[src/rtl/uart_pixel_loader.sv]
// 8N1 serial receiver that turns each byte into either a frame-start command
// or a pixel write strobe for the panel driver's pixel store.
module uart_pixel_loader #(
  parameter int CLOCK_RATE = 1000,
  parameter int BAUD_RATE  = 125,
  parameter int NUM_PIXELS = 128,
  parameter int ADDR_W     = 7
) (
  input  logic              clk,
  input  logic              rst_n,
  input  logic              uart_data,
  output logic              wr_en,
  output logic [ADDR_W-1:0] wr_addr,
  output logic [2:0]        wr_rgb,
  output logic              frame_start,
  output logic              frame_done,
  output logic              framing_err,
  output logic              busy
);

  localparam int CPB   = CLOCK_RATE / BAUD_RATE;
  localparam int CNT_W = $clog2(CPB);
  localparam logic [CNT_W-1:0]  CNT_HALF = CNT_W'(CPB / 2 - 1);
  localparam logic [CNT_W-1:0]  CNT_LAST = CNT_W'(CPB - 1);
  localparam logic [ADDR_W-1:0] PTR_LAST = ADDR_W'(NUM_PIXELS - 1);

  typedef enum logic [2:0] {
    S_IDLE,
    S_START,
    S_DATA,
    S_STOP,
    S_BREAK
  } state_t;

  state_t            state_q;
  logic              meta_q;
  logic              sync_q;
  logic [CNT_W-1:0]  cnt_q;
  logic [CNT_W-1:0]  cnt_d;
  logic [2:0]        bitIdx_q;
  logic [7:0]        shift_q;
  logic [7:0]        shift_d;
  logic              busy_q;
  logic              framingErr_q;
  logic              wrEn_q;
  logic [ADDR_W-1:0] wrAddr_q;
  logic [2:0]        wrRgb_q;
  logic              frameStart_q;
  logic              frameDone_q;
  logic [ADDR_W-1:0] ptr_q;
  logic [ADDR_W-1:0] ptr_d;
  logic              ptrLast;
  logic              cntLast;
  logic              accept;

  // Idle-high line, so the synchroniser resets to 1 to avoid a false start bit.
  always_ff @(posedge clk) begin
    if (!rst_n) begin
      meta_q <= 1'b1;
      sync_q <= 1'b1;
    end else begin
      meta_q <= uart_data;
      sync_q <= meta_q;
    end
  end

  assign cnt_d   = cnt_q + CNT_W'(1);
  assign cntLast = (cnt_q == CNT_LAST);
  assign shift_d = {sync_q, shift_q[7:1]};

  always_ff @(posedge clk) begin
    if (!rst_n) begin
      state_q      <= S_IDLE;
      cnt_q        <= '0;
      bitIdx_q     <= '0;
      shift_q      <= '0;
      busy_q       <= 1'b0;
      framingErr_q <= 1'b0;
    end else begin
      framingErr_q <= 1'b0;
      case (state_q)
        S_IDLE: begin
          if (!sync_q) begin
            state_q <= S_START;
            cnt_q   <= '0;
            busy_q  <= 1'b1;
          end
        end
        S_START: begin
          if (cnt_q == CNT_HALF) begin
            cnt_q <= '0;
            if (!sync_q) begin
              state_q  <= S_DATA;
              bitIdx_q <= '0;
            end else begin
              state_q <= S_IDLE;
              busy_q  <= 1'b0;
            end
          end else begin
            cnt_q <= cnt_d;
          end
        end
        S_DATA: begin
          if (cntLast) begin
            cnt_q   <= '0;
            shift_q <= shift_d;
            if (bitIdx_q == 3'd7) begin
              state_q <= S_STOP;
            end else begin
              bitIdx_q <= bitIdx_q + 3'd1;
            end
          end else begin
            cnt_q <= cnt_d;
          end
        end
        S_STOP: begin
          if (cntLast) begin
            cnt_q <= '0;
            if (sync_q) begin
              state_q <= S_IDLE;
              busy_q  <= 1'b0;
            end else begin
              state_q      <= S_BREAK;
              framingErr_q <= 1'b1;
            end
          end else begin
            cnt_q <= cnt_d;
          end
        end
        S_BREAK: begin
          if (sync_q) begin
            state_q <= S_IDLE;
            busy_q  <= 1'b0;
          end
        end
        default: begin
          state_q <= S_IDLE;
          busy_q  <= 1'b0;
        end
      endcase
    end
  end

  assign accept  = (state_q == S_STOP) && cntLast && sync_q;
  assign ptrLast = (ptr_q == PTR_LAST);
  assign ptr_d   = ptrLast ? '0 : ptr_q + ADDR_W'(1);

  // Decoder fires in the cycle after a good stop-bit sample; shift_q is complete then.
  always_ff @(posedge clk) begin
    if (!rst_n) begin
      wrEn_q       <= 1'b0;
      wrAddr_q     <= '0;
      wrRgb_q      <= '0;
      frameStart_q <= 1'b0;
      frameDone_q  <= 1'b0;
      ptr_q        <= '0;
    end else begin
      wrEn_q       <= 1'b0;
      frameStart_q <= 1'b0;
      frameDone_q  <= 1'b0;
      if (accept) begin
        if (shift_q[7]) begin
          ptr_q        <= '0;
          frameStart_q <= 1'b1;
        end else begin
          wrEn_q      <= 1'b1;
          wrAddr_q    <= ptr_q;
          wrRgb_q     <= shift_q[2:0];
          frameDone_q <= ptrLast;
          ptr_q       <= ptr_d;
        end
      end
    end
  end

  assign wr_en       = wrEn_q;
  assign wr_addr     = wrAddr_q;
  assign wr_rgb      = wrRgb_q;
  assign frame_start = frameStart_q;
  assign frame_done  = frameDone_q;
  assign framing_err = framingErr_q;
  assign busy        = busy_q;

endmodule

[config.mk]
export PLATFORM = sky130hd
export DESIGN_NAME = uart_pixel_loader
export DESIGN_NICKNAME = d
export VERILOG_FILES = /design/src/rtl/uart_pixel_loader.sv
export SDC_FILE = /design/constraint.sdc
export NUM_CORES = 1
export LEC_CHECK = 0
export ABC_CLOCK_PERIOD_IN_PS = 2500
export CELL_PAD_IN_SITES_DETAIL_PLACEMENT = 1
export CELL_PAD_IN_SITES_GLOBAL_PLACEMENT = 2
export CORE_MARGIN = 2
export CORE_UTILIZATION = 25
export CTS_CLUSTER_SIZE = 10
export DETAILED_ROUTE_END_ITERATION = 8
export GPL_ROUTABILITY_DRIVEN = 0
export MAX_ROUTING_LAYER = met4
export PLACE_DENSITY = 0.63
export RECOVER_POWER = 100
export SLEW_MARGIN = 20
export SYNTH_ARGS = -nofsm -noshare
export SYNTH_HDL_FRONTEND = slang
export SYNTH_SLANG_ARGS = --single-unit
[constraint.sdc]
create_clock -name clk -period 2.5 [get_ports clk]
set_input_delay 0.375 -clock clk [delete_from_list [all_inputs] [get_ports clk]]
set_output_delay 0.375 -clock clk [all_outputs]
set_load 0.01 [all_outputs]
# Word level (Yosys, flattened, before mapping)
# Cells that the tools add are included.
[word_totals] ramBits=0 mem_count=0 latchBits=0 elab_cells=79 rom_bits=0 register_bits=41 input_bits=3
[classes] reduce_logical=15 n_eq_ne=16 mux=27 n_div=0 n_mul=0 n_shift=0 order_cmp=0 addsub=3 bitwise_logic=4
[op_table] operator="$mux W3" n=13
[op_table] operator="$ne A2 B2 Y1 const B" n=8
[op_table] operator="$pmux W3 S5" n=1
[op_table] operator="$mux W7" n=2
[op_table] operator="$eq A3 B2 Y1 const B" n=3
[op_table] operator="$eq A3 B3 Y1 const B" n=3
[op_table] operator="$pmux W3 S3" n=1
[op_table] operator="$reduce_and A2 Y1" n=4
[op_table] operator="$add A7 B1 Y7 const B" n=1
[op_table] operator="$eq A7 B7 Y1 const B" n=1
[op_table] operator="$mux W1" n=7
[op_table] operator="$add A3 B1 Y3 const B" n=2
[op_table] operator="$pmux W3 S2" n=1
[op_table] operator="$reduce_and A6 Y1" n=1
[op_table] operator="$pmux W1 S5" n=1
[op_table] operator="$reduce_and A5 Y1" n=1
[op_table] operator="$not A1 Y1" n=4
[op_table] operator="$reduce_and A4 Y1" n=1
[op_table] operator="$eq A3 B1 Y1 const B" n=1
[op_table] operator="$logic_not A3 Y1" n=1
[op_table] operator="$reduce_and A3 Y1" n=1
[op_table] operator="$reduce_bool A3 Y1" n=1
[op_table] operator="$reduce_or A3 Y1" n=1
[op_table] operator="$logic_and A1 B1 Y1" n=2
[op_table] operator="3 further kinds" n=3

# Longest topological paths before layout
# Gate-level depths: netlist of the first run.
[depth] depth_word=5 ltp_mapped=9

# Worst setup path before layout of the first run
# OpenSTA, ideal clock, no wires.
[synth_path] path_kind="register -> register" from="reg cnt_q[0]" to="reg wrAddr_q[0], in the netlist wr_addr[0]" stages_incl_launch_ff=10 path_slack_ns=0.520 arrival_time_ns=1.853 path_buffers=3 path_cell_list="dfxtp_1 > ha_1 > ha_1 > buf_4 > nand2_1 > or4_1 > clkbuf_1 > buf_2 > mux2i_1 > nor2_1"
[synth_via] elab_chain_len=4
[synth_lines] element="start, declared" line_no="38" rtl="logic [CNT_W-1:0] cnt_q;"
[synth_lines] element="start signal, assigned" line_no="100" rtl="cnt_q <= cnt_d;"
[synth_lines] element="start signal, assigned" line_no="113" rtl="cnt_q <= cnt_d;"
[synth_lines] element="start signal, assigned" line_no="127" rtl="cnt_q <= cnt_d;"
[synth_lines] element="$eq A3 B3 Y1" line_no="68" rtl="assign cntLast = (cnt_q == CNT_LAST);"
[synth_lines] element="$logic_and A1 B1 Y1 (2 in series)" line_no="144" rtl="assign accept = (state_q == S_STOP) && cntLast && sync_q;"
[synth_lines] element="$reduce_and A2 Y1 (no line)"
[synth_lines] element="end signal, assigned" line_no="167" rtl="wrAddr_q <= ptr_q;"
[synth_lines] element="end, declared" line_no="46" rtl="logic [ADDR_W-1:0] wrAddr_q;"
# Every way passes these cells.
# A chain may end at the register's enable or synchronous reset.

# Final worst setup path of the first run
[layout_path] from="reg cnt_q[0]" to="reg ptr_q[6]"
[layout_via] elab_chain_len=3
[layout_lines] element="$eq A3 B3 Y1" line_no="68"
[layout_lines] element="$logic_and A1 B1 Y1 (2 in series)" line_no="144"
[layout_lines] element="end signal, assigned" line_no="170" rtl="ptr_q <= ptr_d;"
[layout_lines] element="end, declared" line_no="50" rtl="logic [ADDR_W-1:0] ptr_q;"
# Every way passes these cells.

==> results of run 1 <==
metrics by stage:
step | total power [uW] | setup WS (ps)
floorplan | 717 | 520
global placement | 738 | 362
detailed placement | 738 | 303
CTS | 1300 | 269
global route | 1330 | 84.3
finish | 1270 | 275
routing by layer:
layer,share of wire,track usage,vias to the layer above
met5,0,-,-
met4,0.012,0.0331,0
met3,0.026,0.0392,5
met2,0.47,0.180,17
met1,0.49,0.138,688
li1,-,-,739
synthesized netlist by cell type (4+ instances only):
master / instances
and3_1: 5
nor3_1: 5
mux2i_1: 12
o21ai_0: 7
inv_1: 4
dfxtp_1: 41
nand3_1: 9
clkbuf_1: 7
nor2_1: 18
nand2b_1: 4
a21oi_1: 21
nand2_1: 29
ha_1: 7
where the power goes:
part           internal, uW  leakage, uW  switching [uW]
Clock                   299    0.0000543             252
Sequential              661     0.000331            11.8
Combinational          17.1     0.000539            27.0
cells by family after synthesis:
family,after synthesis
flip-flops,41
adder cells (fa/ha/maj),7
AND/OR/NAND/NOR,88
AO/OA/AOI/OAI,37
buffers and inverters,18
multiplexers,13
flip-flops by register name, indices dropped and copies added (netlist names):
| register | flops |
|---|---|
| bitIdx_q | 3 |
| busy | 1 |
| cnt_q | 3 |
| frame_done | 1 |
| frame_start | 1 |
| framing_err | 1 |
| meta_q | 1 |
| ptr_q | 7 |
| shift_q | 8 |
| state_q | 3 |
| sync_q | 1 |
| wr_addr | 7 |
| wr_en | 1 |
| wr_rgb | 3 |
worst paths after layout:
| check | start | to | slack [ps] |
|---|---|---|---|
| max | cnt_q[0] | ptr_q[6] | 280 |
| min | meta_q | sync_q | 420 |
| max reg2reg | cnt_q[0] | ptr_q[6] | 280 |
| min reg2reg | meta_q | sync_q | 420 |
worst register-to-register path, cell delays in order (launching register included):
cell and delay [ps]:
dfxtp_1 360, ha_1 200, ha_1 380, nand4b_4 190, or2_1 350, or4_1 490, a31oi_1 170
final cells by class:
class / count / area (um2)
clock buffers: 5 / 68.8
clock inverters: 3 / 46.3
fillers: 831 / 4680
inverters: 5 / 18.8
multi-input cells: 145 / 878
flip-flops and latches: 41 / 821
well taps: 96 / 120
repair buffers: 22 / 201
==> impl_metrics.py, run 1 <==
metrics = {
    "logic_synthesis": {
        "ys_warn_count": 0,
        "synth_top_family_by_area": "simple AND/OR/NAND/NOR gates",
        "synth_fa_ha_area_frac": 0.0492,
        "ys_ff_latch": 41,
        "dominantRegCellSynth": "dfxtp_1",
        "yosys.area.top_type_share": 0.461,
        "synth_cell_types": 36,
        "synth_area_um2": 1780,
        "yosys-top-cells-area": "dfxtp_1 (46%), mux2i_1 (6.7%), nand2_1 (6.1%)",
        "synthCells": 204,
        "synth_compound_area_frac": 0.118,
        "seq_area_frac_synth": 0.461,
        "yosys.area_share.simple": 0.252,
        "yosysTopAreaCell": "dfxtp_1",
        "async_reset_ff_frac": 0,
        "synth_xor_area_frac": 0,
        "avgSynthCellArea_um2": 8.73,
        "synth_mux_area_frac": 0.0737,
        "synth_edf_count": 0,
        "synth_nets": 214,
    },
    "timing": {
        "finalSetupViolCount": 0,
        "rsz0062_at_grt": "false",
        "fin_skew_ps": 11.9,
        "worst_pin_slew_ps": 636,
        "hold_ws_ps": 424,
        "finalSetupTns_ps": 0,
        "min_period_over_period": 0.890,
        "slew-limit-headroom": 0.576,
        "clock.fmax_mhz": 449,
        "hold_viol": 0,
        "finalCriticalPeriod_ps": 2220,
        "final_max_slew_viol_count": 0,
    },
    "place": {
        "port_buffers": 17,
        "placed_area_um2": 2060,
        "dp_cells": 309,
        "place_hpwl_mm": 2.74,
    },
    "setup_path": {
        "cpPeakStageDelay_ps": 490,
        "crit_path_max_fanout": 8,
        "reg2reg_depth": 6,
        "worstPathArrival_ps": 2440,
        "crit_path_cell_trace": "ha_1, ha_1, nand4b_4, or2_1, or4_1, a31oi_1",
        "cp.depth": 6,
        "critical_path_class": "flop to flop",
        "cp-end-kind": "flop",
        "crit_top_cell": "ha_1",
        "critPathRequiredTime_ps": 2720,
        "cp_slowest_cell": "or4_1",
        "cp-start-kind": "flop",
        "cp_top_family": "simple AND/OR/NAND/NOR gates",
        "cp_num_buf_inv": 0,
    },
    "finish": {
        "final_cell_mix": "dfxtp_1 (41), nand2_1 (29), a21oi_1 (21)",
        "area_growth_pct": 20.9,
        "nNetsFinal": 230,
        "layoutNonFillerInstCount": 317,
        "drive_gt1_frac": 0.0633,
        "final_common_cell": "dfxtp_1",
        "fin_util": 0.315,
        "design_area_um2": 2150,
        "insertedDiodeCount": 0,
    },
    "floorplan": {
        "initial_core_util": 0.261,
        "row_count": 30,
        "die_height_um": 88.4,
        "io-pin-count": 18,
        "core_area_um2": 6830,
        "fp.dieW_um": 88.4,
        "die_area_um2": 7820,
    },
    "route": {
        "route.vias.total": 1449,
        "remaining_drc_errors": 0,
        "routed_wirelength_mm": 3.99,
        "routed_via_density": 4.57,
        "wl_per_cell_um": 12.6,
        "antenna_left": 0,
        "dr.pass1.iters": 4,
        "drt_iter0_drc": 23,
    },
    "clocking": {
        "cts_setup_buffers": 0,
        "clock-root-buffer": "clkbuf_8",
        "cts_resized": 0,
        "worstSkewPairLatency_ps": 300,
        "cts_buffers": 5,
        "clkSinkCount": 41,
        "cts_tree": "built",
        "htree_levels": 2,
        "clk_pin_slew_ps": 90,
        "postCtsHoldBufs": 0,
        "cts_buffer_depth": 2,
    },
    "global_route": {
        "grt_overflow": 0,
        "track_usage": 0.114,
        "grt_pass1_wl_mm": 6.62,
        "antenna_found_initial": 0,
        "grt_pass1_vias": 1391,
        "grt_start_max_net_pins": 31,
    },
    "worst_hold_path": {
        "min_path_cells": 1,
        "hold_class": "flop to flop",
    },
    "run": {
        "maxCapViolations": 0,
    },
    "power_and_ir_drop": {
        "ir_drop_v": 0.000196,
        "p_per_area_nw_per_um2": 588,
        "leakage_uw": 0.000925,
    },
    "run_status": {
        "status": "finished, final reports clean",
    },
}
Power figures use the tool's default switching activity.
==> run 2, diff against run 1 <==
--- a/config.mk
+++ b/config.mk
@@ -10,11 +10,12 @@
 export CELL_PAD_IN_SITES_GLOBAL_PLACEMENT = 2
 export CORE_MARGIN = 2
 export CORE_UTILIZATION = 25
+export CTS_BUF_LIST = sky130_fd_sc_hd__clkbuf_4
 export CTS_CLUSTER_SIZE = 10
 export DETAILED_ROUTE_END_ITERATION = 8
 export GPL_ROUTABILITY_DRIVEN = 0
 export MAX_ROUTING_LAYER = met4
-export PLACE_DENSITY = 0.63
+export PLACE_DENSITY_LB_ADDON = 0.1
 export RECOVER_POWER = 100
 export SLEW_MARGIN = 20
 export SYNTH_ARGS = -nofsm -noshare
==> impl_metrics.py, run 2 (synthesized netlist as in run 1, its figures left out) <==
metrics = {
    "floorplan": {
        "die_height_um": 88.4,
        "core_area_um2": 6830,
        "initial_core_util": 0.261,
        "fp.dieW_um": 88.4,
        "die_area_um2": 7820,
        "io-pin-count": 18,
        "row_count": 30,
    },
    "setup_path": {
        "critical_path_class": "flop to flop",
        "cp-end-kind": "flop",
        "cp-start-kind": "flop",
        "critPathRequiredTime_ps": 2790,
        "worstPathArrival_ps": 2540,
        "crit_path_max_fanout": 8,
    },
    "timing": {
        "worst_pin_slew_ps": 530,
        "clock.fmax_mhz": 443,
        "finalCriticalPeriod_ps": 2260,
        "finalSetupTns_ps": 0,
        "fin_ws_ps": 244,
        "min_period_over_period": 0.902,
        "slew-limit-headroom": 0.646,
        "fin_skew_ps": 11.2,
        "final_max_slew_viol_count": 0,
        "rsz0062_at_grt": "false",
        "finalSetupViolCount": 0,
        "hold_viol": 0,
    },
    "route": {
        "routed_wirelength_mm": 4.13,
        "antenna_left": 0,
        "wl_per_cell_um": 13.1,
        "routed_via_density": 4.62,
        "route.vias.total": 1454,
        "dr.pass1.iters": 4,
        "drt_iter0_drc": 48,
        "remaining_drc_errors": 0,
    },
    "clocking": {
        "htree_levels": 2,
        "postCtsHoldBufs": 0,
        "worstSkewPairLatency_ps": 350,
        "clk_pin_slew_ps": 130,
        "cts_buffer_depth": 2,
        "cts_resized": 0,
        "cts_buffers": 5,
        "clock-root-buffer": "clkbuf_4",
        "cts_tree": "built",
        "clkSinkCount": 41,
        "cts_setup_buffers": 0,
    },
    "global_route": {
        "grt_start_max_net_pins": 25,
        "antenna_found_initial": 0,
        "track_usage": 0.123,
        "grt_pass1_wl_mm": 7.28,
        "grt_pass1_vias": 1543,
        "grt_overflow": 0,
    },
    "finish": {
        "drive_gt1_frac": 0.0457,
        "area_growth_pct": 17.4,
        "nNetsFinal": 229,
        "final_common_cell": "dfxtp_1",
        "num-fill-cells": 830,
        "insertedDiodeCount": 0,
        "largest_reg_flops": 8,
        "final_cell_mix": "dfxtp_1 (41), nand2_1 (29), a21oi_1 (21)",
        "largest_register": "shift_q",
    },
    "place": {
        "dp_slack_ps": 273,
        "port_buffers": 17,
        "place_hpwl_mm": 3.01,
    },
    "power_and_ir_drop": {
        "p_per_area_nw_per_um2": 499,
        "ir_drop_v": 0.000151,
        "leakage_uw": 0.000891,
    },
    "worst_hold_path": {
        "hold_class": "flop to flop",
    },
    "run": {
        "maxCapViolations": 0,
    },
    "run_status": {
        "status": "finished, final reports clean",
    },
}
-- run 2: metal layers --
metal	up-vias	wire, um	global-route usage
li1	736	-	-
met5	-	0	-
met2	21	2010	0.197
met1	689	1940	0.151
met3	8	114	0.0280
met4	0	71	0.0455
-- run 2: where the power goes --
part | internal [uW] | switching [uW]
sequential | 662 | 15.3
clock | 101 | 221
combinational | 19.0 | 24.7
-- run 2: worst paths after layout --
check	from	endpoint	slack, ps	cells after the start
worst max-delay path	cnt_q[0]	ptr_q[6]	240	6
worst min-delay path	meta_q	sync_q	420	1
worst max register to register	cnt_q[0]	ptr_q[6]	240	6
worst min register to register	meta_q	sync_q	420	1
-- run 2: stage by stage --
| stage | hold WS [ps] | util | instances | total power [uW] | cell area, um2 |
|---|---|---|---|---|---|
| final | 424 | 0.306 | 315 | 1040 | 2090 |
| after global routing | 443 | 0.306 | 315 | 1100 | 2090 |
| after CTS | 431 | 0.307 | 315 | 1070 | 2100 |
| after detailed placement | 400 | 0.300 | 308 | 739 | 2050 |
| after global placement | 401 | 0.300 | 308 | 736 | 2050 |
| after floorplan | 386 | - | 204 | 717 | 1780 |
-- run 2: worst max-delay path, cell delays in order (launching register included) --
cell      delay [ps]
dfxtp_1          390
ha_1             220
ha_1             390
nand4b_4         180
or2_1            360
or4_1            490
a31oi_1          170
-- run 2: cell type report --
class | instances | area (um2) | share of cell area
flip-flops and latches | 41 | 821 | 0.392
clock buffers | 5 | 37.5 | 0.0179
well taps | 96 | 120 | 0.0574
multi-input cells | 145 | 878 | 0.420
inverters | 5 | 18.8 | 0.00897
repair buffers | 21 | 205 | 0.0981
clock inverters | 2 | 11.3 | 0.00538
==> run 3, diff against run 2 <==
--- a/config.mk
+++ b/config.mk
@@ -5,10 +5,11 @@
 export SDC_FILE = /design/constraint.sdc
 export NUM_CORES = 1
 export LEC_CHECK = 0
+export ABC_AREA = 1
 export ABC_CLOCK_PERIOD_IN_PS = 2500
 export CELL_PAD_IN_SITES_DETAIL_PLACEMENT = 1
 export CELL_PAD_IN_SITES_GLOBAL_PLACEMENT = 2
-export CORE_MARGIN = 2
+export CORE_MARGIN = 4
 export CORE_UTILIZATION = 25
 export CTS_BUF_LIST = sky130_fd_sc_hd__clkbuf_4
 export CTS_CLUSTER_SIZE = 10
==> impl_metrics.py, run 3 <==
metrics = {
    "setup_path": {
        "crit_path_max_fanout": 12,
        "rrSetupSlack_ps": 570,
        "cpPeakStageDelay_ps": 440,
        "crit_top_cell": "nand2_1",
        "reg2reg_depth": 8,
        "cp-start-kind": "flop",
        "crit_path_cell_trace": "nor2_1, nand2_1, inv_1, o21ai_0, nand3_1, nand2_1, nand2_1, nor2_1",
        "worstPathArrival_ps": 2190,
        "critical_path_class": "flop to flop",
        "cp_slowest_cell": "dfxtp_1",
        "critPathRequiredTime_ps": 2760,
        "cp-end-kind": "flop",
    },
    "route": {
        "route.vias.total": 1566,
        "antenna_left": 0,
        "wl_per_cell_um": 12.8,
        "routed_wirelength_mm": 4.60,
        "dr.pass1.iters": 4,
        "remaining_drc_errors": 0,
        "routed_via_density": 4.36,
        "drt_iter0_drc": 43,
    },
    "finish": {
        "layoutNonFillerInstCount": 359,
        "design_area_um2": 2100,
        "final_cell_mix": "nand2_1 (66), dfxtp_1 (41), a21oi_1 (33)",
        "largest_register": "shift_q",
        "insertedDiodeCount": 0,
        "area_growth_pct": 17.4,
        "nNetsFinal": 272,
        "largest_reg_flops": 8,
        "final_common_cell": "nand2_1",
        "drive_gt1_frac": 0.0456,
    },
    "logic_synthesis": {
        "synth_edf_count": 0,
        "yosys-top-cells-area": "dfxtp_1 (46%), nand2_1 (14%), a21oi_1 (9.2%)",
        "ys_warn_count": 0,
        "synth_nets": 251,
        "avgSynthCellArea_um2": 7.42,
        "yosysTopAreaCell": "dfxtp_1",
        "async_reset_ff_frac": 0,
        "synth_area_um2": 1790,
        "synth.top_cells.by_count": "nand2_1 (65), dfxtp_1 (41), a21oi_1 (33)",
        "seq_area_frac_synth": 0.459,
        "synth_cell_types": 21,
        "ys_ff_latch": 41,
        "yosys.area.top_type_share": 0.459,
        "synth.most_common_cell": "nand2_1",
        "dominantRegCellSynth": "dfxtp_1",
        "synthCells": 241,
    },
    "clocking": {
        "clock-root-buffer": "clkbuf_4",
        "clkSinkCount": 41,
        "cts_buffers": 5,
        "cts_setup_buffers": 0,
        "cts_resized": 0,
        "htree_levels": 2,
        "cts_tree": "built",
        "worstSkewPairLatency_ps": 350,
        "cts_buffer_depth": 2,
        "clk_pin_slew_ps": 130,
        "postCtsHoldBufs": 0,
    },
    "timing": {
        "rsz0062_at_grt": "false",
        "hold_ws_ps": 434,
        "finalSetupTns_ps": 0,
        "hold_viol": 0,
        "min_period_over_period": 0.770,
        "final_max_slew_viol_count": 0,
        "clock.fmax_mhz": 519,
        "slew-limit-headroom": 0.595,
        "finalSetupViolCount": 0,
        "fin_skew_ps": 5.10,
        "finalCriticalPeriod_ps": 1930,
        "worst_pin_slew_ps": 608,
    },
    "floorplan": {
        "initial_core_util": 0.260,
        "die_area_um2": 8570,
        "fp.dieW_um": 92.6,
        "row_count": 30,
        "die_height_um": 92.6,
        "core_area_um2": 6870,
        "io-pin-count": 18,
    },
    "place": {
        "dp_cells": 351,
        "placed_area_um2": 2060,
        "place_hpwl_mm": 3.37,
        "port_buffers": 17,
    },
    "worst_hold_path": {
        "min_path_cells": 1,
        "hold_class": "flop to flop",
    },
    "run_status": {
        "status": "finished, final reports clean",
    },
    "global_route": {
        "grt_overflow": 0,
        "grt_pass1_wl_mm": 8.09,
        "antenna_found_initial": 0,
        "grt_pass1_vias": 1650,
        "grt_start_max_net_pins": 18,
        "track_usage": 0.124,
    },
    "power_and_ir_drop": {
        "ir_drop_v": 0.000166,
        "p_per_area_nw_per_um2": 739,
        "leakage_uw": 0.000857,
    },
    "run": {
        "maxCapViolations": 0,
    },
}
-- run 3: layer usage --
| metal | GRT usage | part of all wire |
|---|---|---|
| met5 | - | 0 |
| met4 | 0.0594 | 0.024 |
| met3 | 0.0284 | 0.024 |
| met2 | 0.192 | 0.46 |
| met1 | 0.153 | 0.49 |
-- run 3: layout make-up --
| type | instances | area [um2] |
|---|---|---|
| clock buffer | 5 | 37.5 |
| timing repair buffer | 21 | 193 |
| sequential | 41 | 821 |
| clock inverter | 3 | 12.5 |
| fill | 849 | 4770 |
| tap | 96 | 120 |
| inverter | 24 | 90.1 |
| multi-input combinational | 169 | 826 |
-- run 3: cells by family (layout without fill, tap and decap cells) --
kind of cell,after synthesis,in the layout,synth area share
AOI/OAI and AO/OA,46,46,0.129
xor gates and xnor gates,2,2,0.00980
buffers and inverters,31,53,0.0749
DFF,41,41,0.459
adders and majority gates,7,7,0.0490
and+or+nand+nor,114,114,0.278
-- run 3: worst paths after layout --
check              from          to
min reg2reg      meta_q      sync_q
max          state_q[2]  state_q[1]
min              meta_q      sync_q
max reg2reg  state_q[2]  state_q[1]
-- run 3: worst max-delay path: cells and delay by family (launching register included) --
family / cells / cell delay, ps
buf+inv: 1 / 320
simple gates: 6 / 790
compound gates: 1 / 280
flops: 1 / 440
-- run 3: through the flow --
step | power (uW) | util | setup WS (ps)
after detailed placement | 1250 | 0.301 | 666
after global routing | 1700 | 0.306 | 285
after global placement | 1270 | 0.301 | 641
after floorplan | 1130 | - | 999
after CTS | 1590 | 0.308 | 632
final | 1550 | 0.306 | 574
-- run 3: where the power goes --
group	switching, uW	internal (uW)
logic	314	149
registers	53.8	702
clock network	229	102
